[src/rtl/event_interval_monitor.sv]
// event_interval_monitor: measures cycles between synchronised start/end rises and keeps min/max/error statistics
module event_interval_monitor #(
    parameter int SYNC_STAGES = 2,
    parameter int MIN_CYCLES  = 4,
    parameter int MAX_CYCLES  = 20,
    parameter int CNT_WIDTH   = 8,
    parameter int ERR_WIDTH   = 8
) (
    input  logic                 clock,
    input  logic                 reset,
    input  logic                 enable,
    input  logic                 clear_stats,
    input  logic                 start_event,
    input  logic                 end_event,
    output logic                 busy,
    output logic                 measure_valid,
    output logic [CNT_WIDTH-1:0] measured_cycles,
    output logic                 too_short,
    output logic                 too_long,
    output logic [ERR_WIDTH-1:0] error_count,
    output logic [CNT_WIDTH-1:0] min_seen,
    output logic [CNT_WIDTH-1:0] max_seen
);
    typedef enum logic [1:0] {IDLE, MEASURE, TIMEOUT} state_t;

    localparam logic [CNT_WIDTH-1:0] MIN_C = CNT_WIDTH'(MIN_CYCLES);
    localparam logic [CNT_WIDTH-1:0] MAX_C = CNT_WIDTH'(MAX_CYCLES);
    localparam logic [CNT_WIDTH-1:0] ONE_C = CNT_WIDTH'(1);

    state_t                state_q, state_d;
    logic [SYNC_STAGES:0]  start_sync_q, end_sync_q;
    logic                  start_rise, end_rise;
    logic [CNT_WIDTH-1:0]  cnt_q, cnt_d, meas_q, meas_d, min_q, max_q;
    logic                  mv_q, mv_d, short_q, short_d, long_q, long_d;
    logic [ERR_WIDTH-1:0]  err_q;

    // The top bit of each chain is the edge history; all ones at reset so a held-high level is not an edge
    always_ff @(posedge clock) begin
        if (reset) begin
            start_sync_q <= '1;
            end_sync_q   <= '1;
        end else begin
            start_sync_q <= {start_sync_q[SYNC_STAGES-1:0], start_event};
            end_sync_q   <= {end_sync_q[SYNC_STAGES-1:0], end_event};
        end
    end

    assign start_rise = enable & start_sync_q[SYNC_STAGES-1] & ~start_sync_q[SYNC_STAGES];
    assign end_rise   = enable & end_sync_q[SYNC_STAGES-1] & ~end_sync_q[SYNC_STAGES];

    // Interval FSM: next state, counter and pulse decisions
    always_comb begin
        state_d = state_q;
        cnt_d   = cnt_q;
        meas_d  = meas_q;
        mv_d    = 1'b0;
        short_d = 1'b0;
        long_d  = 1'b0;
        if (!enable) begin
            state_d = IDLE;
        end else begin
            case (state_q)
                IDLE: begin
                    if (start_rise) begin
                        state_d = MEASURE;
                        cnt_d   = ONE_C;
                    end
                end
                MEASURE: begin
                    if (end_rise) begin
                        meas_d  = cnt_q;
                        mv_d    = 1'b1;
                        short_d = cnt_q < MIN_C;
                        state_d = start_rise ? MEASURE : IDLE;
                        cnt_d   = start_rise ? ONE_C : cnt_q;
                    end else if (start_rise) begin
                        cnt_d = ONE_C;
                    end else if (cnt_q == MAX_C) begin
                        long_d  = 1'b1;
                        state_d = TIMEOUT;
                    end else begin
                        cnt_d = cnt_q + ONE_C;
                    end
                end
                TIMEOUT: state_d = end_rise ? IDLE : TIMEOUT;
                default: state_d = IDLE;
            endcase
        end
    end

    // State, counter and registered measurement outputs
    always_ff @(posedge clock) begin
        if (reset) begin
            state_q <= IDLE;
            cnt_q   <= '0;
            meas_q  <= '0;
            mv_q    <= 1'b0;
            short_q <= 1'b0;
            long_q  <= 1'b0;
        end else begin
            state_q <= state_d;
            cnt_q   <= cnt_d;
            meas_q  <= meas_d;
            mv_q    <= mv_d;
            short_q <= short_d;
            long_q  <= long_d;
        end
    end

    // Statistics; a clear overrides any update landing in the same cycle
    always_ff @(posedge clock) begin
        if (reset || clear_stats) begin
            err_q <= '0;
            min_q <= '1;
            max_q <= '0;
        end else begin
            if ((short_d || long_d) && err_q != '1) err_q <= err_q + ERR_WIDTH'(1);
            if (mv_d && cnt_q < min_q) min_q <= cnt_q;
            if (mv_d && cnt_q > max_q) max_q <= cnt_q;
        end
    end

    assign busy            = state_q != IDLE;
    assign measure_valid   = mv_q;
    assign measured_cycles = meas_q;
    assign too_short       = short_q;
    assign too_long        = long_q;
    assign error_count     = err_q;
    assign min_seen        = min_q;
    assign max_seen        = max_q;
endmodule

[config.mk]
export PLATFORM = sky130hd
export DESIGN_NAME = event_interval_monitor
export DESIGN_NICKNAME = d
export VERILOG_FILES = /design/src/rtl/event_interval_monitor.sv
export SDC_FILE = /design/constraint.sdc
export NUM_CORES = 1
export LEC_CHECK = 0
export BUFFER_PORTS_ARGS = -buffer_cell sky130_fd_sc_hd__buf_2
export CAP_MARGIN = 25
export CORE_MARGIN = 1.5
export CORE_UTILIZATION = 50
export DETAILED_ROUTE_END_ITERATION = 10
export HOLD_SLACK_MARGIN = 0.08
export PLACE_DENSITY = 0.69
export SYNTH_ARGS = -nofsm -noshare
export SYNTH_HDL_FRONTEND = slang
export SYNTH_SLANG_ARGS = --single-unit
[constraint.sdc]
create_clock -name clock -period 3.5 [get_ports clock]
set_input_delay 0.525 -clock clock [delete_from_list [all_inputs] [get_ports clock]]
set_output_delay 0.525 -clock clock [all_outputs]
set_load 0.02 [all_outputs]
== Yosys cells after proc, flatten, opt, wreduce, memory -nomap -nowiden ==
Cells that the tools add are included.

* Bits in registers: 51
* Logic and storage cells: 66
* Output and inout bits: 36
* Bits of input ports: 6

* Multiplexer cells: 23
* Equal/unequal tests: 8
* Reductions and logical operators: 12
* Bitwise logic cells: 7
* $add $sub $neg: 2
* Magnitude comparators: 3

{| class="wikitable"
|+ Operator list
! cell !! count
|-
| $mux W8 || 4
|-
| $add A8 B1 Y8 const B || 2
|-
| $pmux W8 S2 || 1
|-
| $mux W1 || 12
|-
| $mux W2 || 5
|-
| $reduce_and A3 Y1 || 3
|-
| $eq A8 B5 Y1 const B || 1
|-
| $gt A8 B8 Y1 || 1
|-
| $lt A8 B3 Y1 const B || 1
|-
| $lt A8 B8 Y1 || 1
|-
| $ne A8 B8 Y1 const B || 1
|-
| $ne A3 B3 Y1 const B || 2
|-
| $pmux W2 S3 || 1
|-
| $and A1 B1 Y1 || 4
|-
| $ne A4 B4 Y1 const B || 1
|-
| $reduce_bool A2 Y1 || 2
|-
| $logic_and A1 B1 Y1 || 3
|-
| $not A1 Y1 || 3
|-
| $eq A2 B1 Y1 const B || 1
|-
| $eq A2 B2 Y1 const B || 1
|-
| $logic_not A2 Y1 || 1
|-
| $logic_or A1 B1 Y1 || 2
|-
| $ne A2 B2 Y1 const B || 1
|-
| $reduce_or A2 Y1 || 1
|}

== Logic depth before layout (Yosys ltp) ==
* Depth in word-level cells: 8
* Depth in mapped cells: 8
* Gate-level depth less buffers: 7

== Least setup slack after synthesis ==
Ideal clock, no wire load.

* Path kind: reg-to-reg
* Start: register max_q[5] (netlist: max_seen[5])
* End: register max_q[0] (netlist: max_seen[0])
* Cell stages (with the launch flop): 8
* Data required time: 3430 ps
* Clock period less this slack: 2109 ps
* Setup slack: 1391 ps
* Path buffers: 0
* Arrival time: 2038 ps
* Library setup time: 70 ps
* Cell sequence: dfxtp_1 -> inv_1 -> ha_1 -> a211oi_1 -> nor2_1 -> o311ai_0 -> o21ai_0 -> a21oi_1

* Word-level cells in the longest chain between the ends: 2

{| class="wikitable"
|+ RTL lines
! element !! RTL line !! source
|-
| from (decl) || 33 || <nowiki>logic [CNT_WIDTH-1:0] cnt_q, cnt_d, meas_q, meas_d, min_q, max_q;</nowiki>
|-
| from (signal assigned) || 119 || <nowiki>if (mv_d && cnt_q > max_q) max_q <= cnt_q;</nowiki>
|-
| $gt A8 B8 Y1 || 119 ||
|-
| $logic_and A1 B1 Y1 || 119 ||
|}

Every way passes these cells.
A chain may end at the register's enable or synchronous reset.

== Final worst setup path ==
* Start: register cnt_q[5]
* End: register min_q[2] (netlist: min_seen[2])

* Word-level cells in the longest chain between the ends: 2

{| class="wikitable"
|+ RTL lines
! element !! RTL line !! source
|-
| from (decl) || 33 ||
|-
| from (signal assigned) || 102 || <nowiki>cnt_q <= cnt_d;</nowiki>
|-
| $lt A8 B8 Y1 || 118 || <nowiki>if (mv_d && cnt_q < min_q) min_q <= cnt_q;</nowiki>
|-
| $logic_and A1 B1 Y1 || 118 ||
|-
| to (signal assigned) || 118 ||
|-
| to (decl) || 33 ||
|}

Every way passes these cells.

==> PnR_summary.wiki <==
{| class="wikitable"
! Metric !! Value
|-
| Final critical delay including setup and external delays || ~2600 ps
|-
| Insertion delay to the later sink of the worst-skew pair || roughly 300 ps
|-
| Ordered list of cells on the worst path || ha_1 -> a2111oi_0 -> o21ai_0 -> a21oi_1 -> a21oi_1 -> o21ai_0
|-
| Top fanout value on the critical path || 16
|-
| Worst-case headroom to the max-slew limit || 35.0%
|-
| Critical R2R Launch || cnt_q[5]
|-
| Total power consumption of the routed design || approximately 1.1 mW
|-
| Die span in x || ~74 microns
|-
| Area of the die || ~5400 sq um
|-
| Ratio of cells with drive above 1 in the final layout || between 10% and 20%
|-
| Signal arrival time at the worst endpoint || between 2000 and 3000 ps
|-
| Cell family contributing the most delay on the critical path || compound AO/OA/AOI/OAI gates
|-
| Via count of the first global-routing pass || 2024
|-
| Setup repair after global routing missed its margin || false
|-
| Top cells by area, synth || sky130_fd_sc_hd__dfxtp_1, sky130_fd_sc_hd__ha_1, sky130_fd_sc_hd__a21oi_1
|-
| Hold Slack || roughly 400 ps
|-
| Number of buffers inserted to repair setup after CTS || 0
|-
| TritonCTS clock tree || yes
|-
| Number of I/O port buffers || 41
|-
| Cell area after synthesis || ~2500 sq um
|-
| Areal power density over the cells || approximately 380 nW/um^2
|-
| Number of clock sinks || roughly 50
|-
| Pleak || between 1 and 1.5 nW
|-
| Initial cell density of the core || between 50% and 60%
|-
| Count of boundary I/O pins || 42
|-
| Count of hold-fix buffers inserted at cts || 0
|-
| Post-detailed-route count of antenna-violating nets || 0
|-
| Number of vias per cell || 5.61
|-
| Vias || about 2200
|-
| Post-layout utilization of the core || 60.3%
|-
| Flop and latch count out of synthesis || slightly above 50
|-
| Post-synth ARST share || 0%
|-
| Final Slew Violations || 0
|-
| Number of antenna violations at the first check in global routing || 0
|-
| Setup total negative slack || 0 ps
|-
| Area share of the largest cell type after synthesis || 41.0%
|-
| Actual transition at the worst max-transition pin || between 900 and 1000 ps
|-
| Mapped Cells || approximately 300
|-
| End of the worst register-to-register path || min_seen[2]
|-
| Maximum capacitance violations || 0
|-
| Kind of end point of the critical path || register
|-
| Peak Freq || roughly 380 MHz
|-
| Detailed-placement wirelength estimate || roughly 4000 microns
|-
| Hold Path Sink || start_sync_q[0]
|-
| Max VDD drop || approximately 300 uV
|-
| Number of H-tree branching levels || 2
|-
| Most common flop cell mapped by yosys || sky130_fd_sc_hd__dfxtp_1
|-
| Count of flip-flops with a built-in enable after synthesis || 0
|-
| Worst-path clk slew || about 90 ps
|-
| Sum of overflow across all layers after global routing || 0
|-
| Buffers from clock root to sink, at most || 2
|-
| GRT Resource Usage Total || a little over a fifth
|-
| Register area share after synthesis || just over 40%
|-
| Data required time at the worst endpoint || approximately 3700 ps
|-
| Design Area, Final || around 2900 sq um
|-
| Number of fill cells in the layout || between 400 and 500
|-
| Cell accounting for the most synthesized area || sky130_fd_sc_hd__dfxtp_1
|-
| Startpoint of the tightest hold check path || start_event
|-
| Number of buffers created by CTS || 5
|-
| Yosys warning total || 0
|-
| Number of antenna repair diodes || 0
|-
| Area of placed instances || ~2700 sq um
|-
| Synth-to-Final Area Change || 15.0%
|-
| Die Y-Extent || around 74 microns
|-
| Hold Path Depth || 2
|-
| Dominant cell by count in the synthesized netlist || sky130_fd_sc_hd__dfxtp_1
|-
| Final worst-path cycle share || about three quarters
|-
| Kind of launch point of the worst setup path || register
|-
| Worst r2r path cells || 6
|-
| Outcome || completed
|-
| Core Rows || 25
|-
| Max stage delay on crit path || between 700 and 800 ps
|-
| Clock Tree Root || sky130_fd_sc_hd__clkbuf_8
|-
| Critical-path cell with the highest stage delay || sky130_fd_sc_hd__a21oi_1
|-
| Area of the placeable core || 4750 sq um
|-
| Post-route DRC violation count || 0
|-
| Mean instance size in the synthesized netlist || roughly 8.4 sq um
|-
| Wire length of the first global-routing pass || just under 9000 microns
|-
| Wire length per cell || between 10 and 15 microns
|-
| Clock Skew || 7.14 ps
|-
| Most numerous cell types in the synthesized netlist || sky130_fd_sc_hd__dfxtp_1, sky130_fd_sc_hd__a21oi_1, sky130_fd_sc_hd__o21ai_0
|-
| Final RePlAce weighted congestion || slightly below 0.9
|-
| Worst R2R Setup Slack || around 900 ps
|-
| Initial DRC count || ~140
|-
| Largest net degree at the start of global routing || 24
|-
| Synthesized Nets || between 300 and 400
|-
| Post-Route WL || ~5400 microns
|-
| Final nets || 355
|-
| Resized cells post-CTS || 0
|-
| Setup Crit Path Kind || reg2reg
|-
| Worst hold path type || in2reg
|-
| Final setup viols || 0
|-
| Unique masters post-synth || 44
|-
| Final Hold Fails || 0
|-
| Drt first pass iters || 5
|-
| Number of buffers and inverters on the critical path || 0
|}
==> power breakdown <==
part / switching (mW) / internal, mW / total, mW
Combinational: 0.0207 / 0.0104 / 0.0310
Clock: 0.193 / 0.285 / 0.478
Sequential: 0.00234 / 0.583 / 0.585
==> layout by cell type (no fill, tap or decap), drive strengths merged, types with 2 or more instances in the layout <==
master,synthesis,routed
dfxtp,51,51
buf,6,42
a21oi,36,36
o21ai,26,26
nand2,25,25
inv,20,20
ha,18,18
nand3,15,15
nor2,12,12
or2,8,8
or3,8,8
nor3,6,6
clkbuf,8,5
and2,4,4
xnor2,4,4
nand4,4,4
nand3b,3,3
nor2b,3,3
and3,3,3
a211oi,3,3
o311ai,3,3
o31ai,3,3
o211ai,3,3
and4,2,2
nor3b,2,2
a2111oi,2,2
a31oi,2,2
o41ai,2,2
bufinv,0,2
nor4,2,2
==> stage by stage <==
stage,worst slack [ps],instances
after global placement,969,391
after floorplan,1390,296
after global routing,700,399
final,901,399
after CTS,983,399
after detailed placement,982,391
==> per-layer routing <==
metal	wire length, microns	vias up	global-route usage (%)	part of all wire (%)
met5	0	-	0	0
met4	69	0	7.00	1.3
met3	255	9	4.25	4.7
met2	2510	50	33.1	46
met1	2620	1047	28.6	48
li1	-	1131	-	-
==> registers in the layout, summed over array words and instances (netlist names) <==
name / flops
measure_valid: 1
start_sync_q: 3
too_long: 1
measured_cycles: 8
too_short: 1
state_q: 2
end_sync_q: 3
min_seen: 8
max_seen: 8
cnt_q: 8
error_count: 8
==> cells by family after synthesis <==
logic type,count (synthesis),synth area share (%)
buffers and inverters,34,5.37
AOI/OAI and AO/OA,86,20.4
xor gates and xnor gates,5,1.76
adders and majority gates,18,9.04
DFF,51,41.0
and+or+nand+nor,102,22.4
==> area by class of cell <==
cell class                      instances  area, sq um  share of cell area [%]
Clock inverter                          3         67.6                    2.36
Clock buffer                            5         68.8                    2.40
Tap cell                               67         83.8                    2.92
Sequential cell                        51         1020                    35.6
Timing Repair Buffer                   42          213                    7.42
Inverter                               20         75.1                    2.62
Multi-Input combinational cell        211         1340                    46.7
==> how the worst max path moves through the flow <==
stage                           start           to  slack (ps)  cells after the start
after CTS                    cnt_q[5]  min_seen[0]         980                      6
after detailed placement     cnt_q[5]  min_seen[0]         980                      6
final                        cnt_q[5]  min_seen[2]         900                      6
after global routing         cnt_q[1]  max_seen[4]         700                      6
after floorplan           max_seen[5]  max_seen[0]        1390                      7
after global placement       cnt_q[1]  max_seen[0]         970                      6
(Power assumes the default switching activity.)
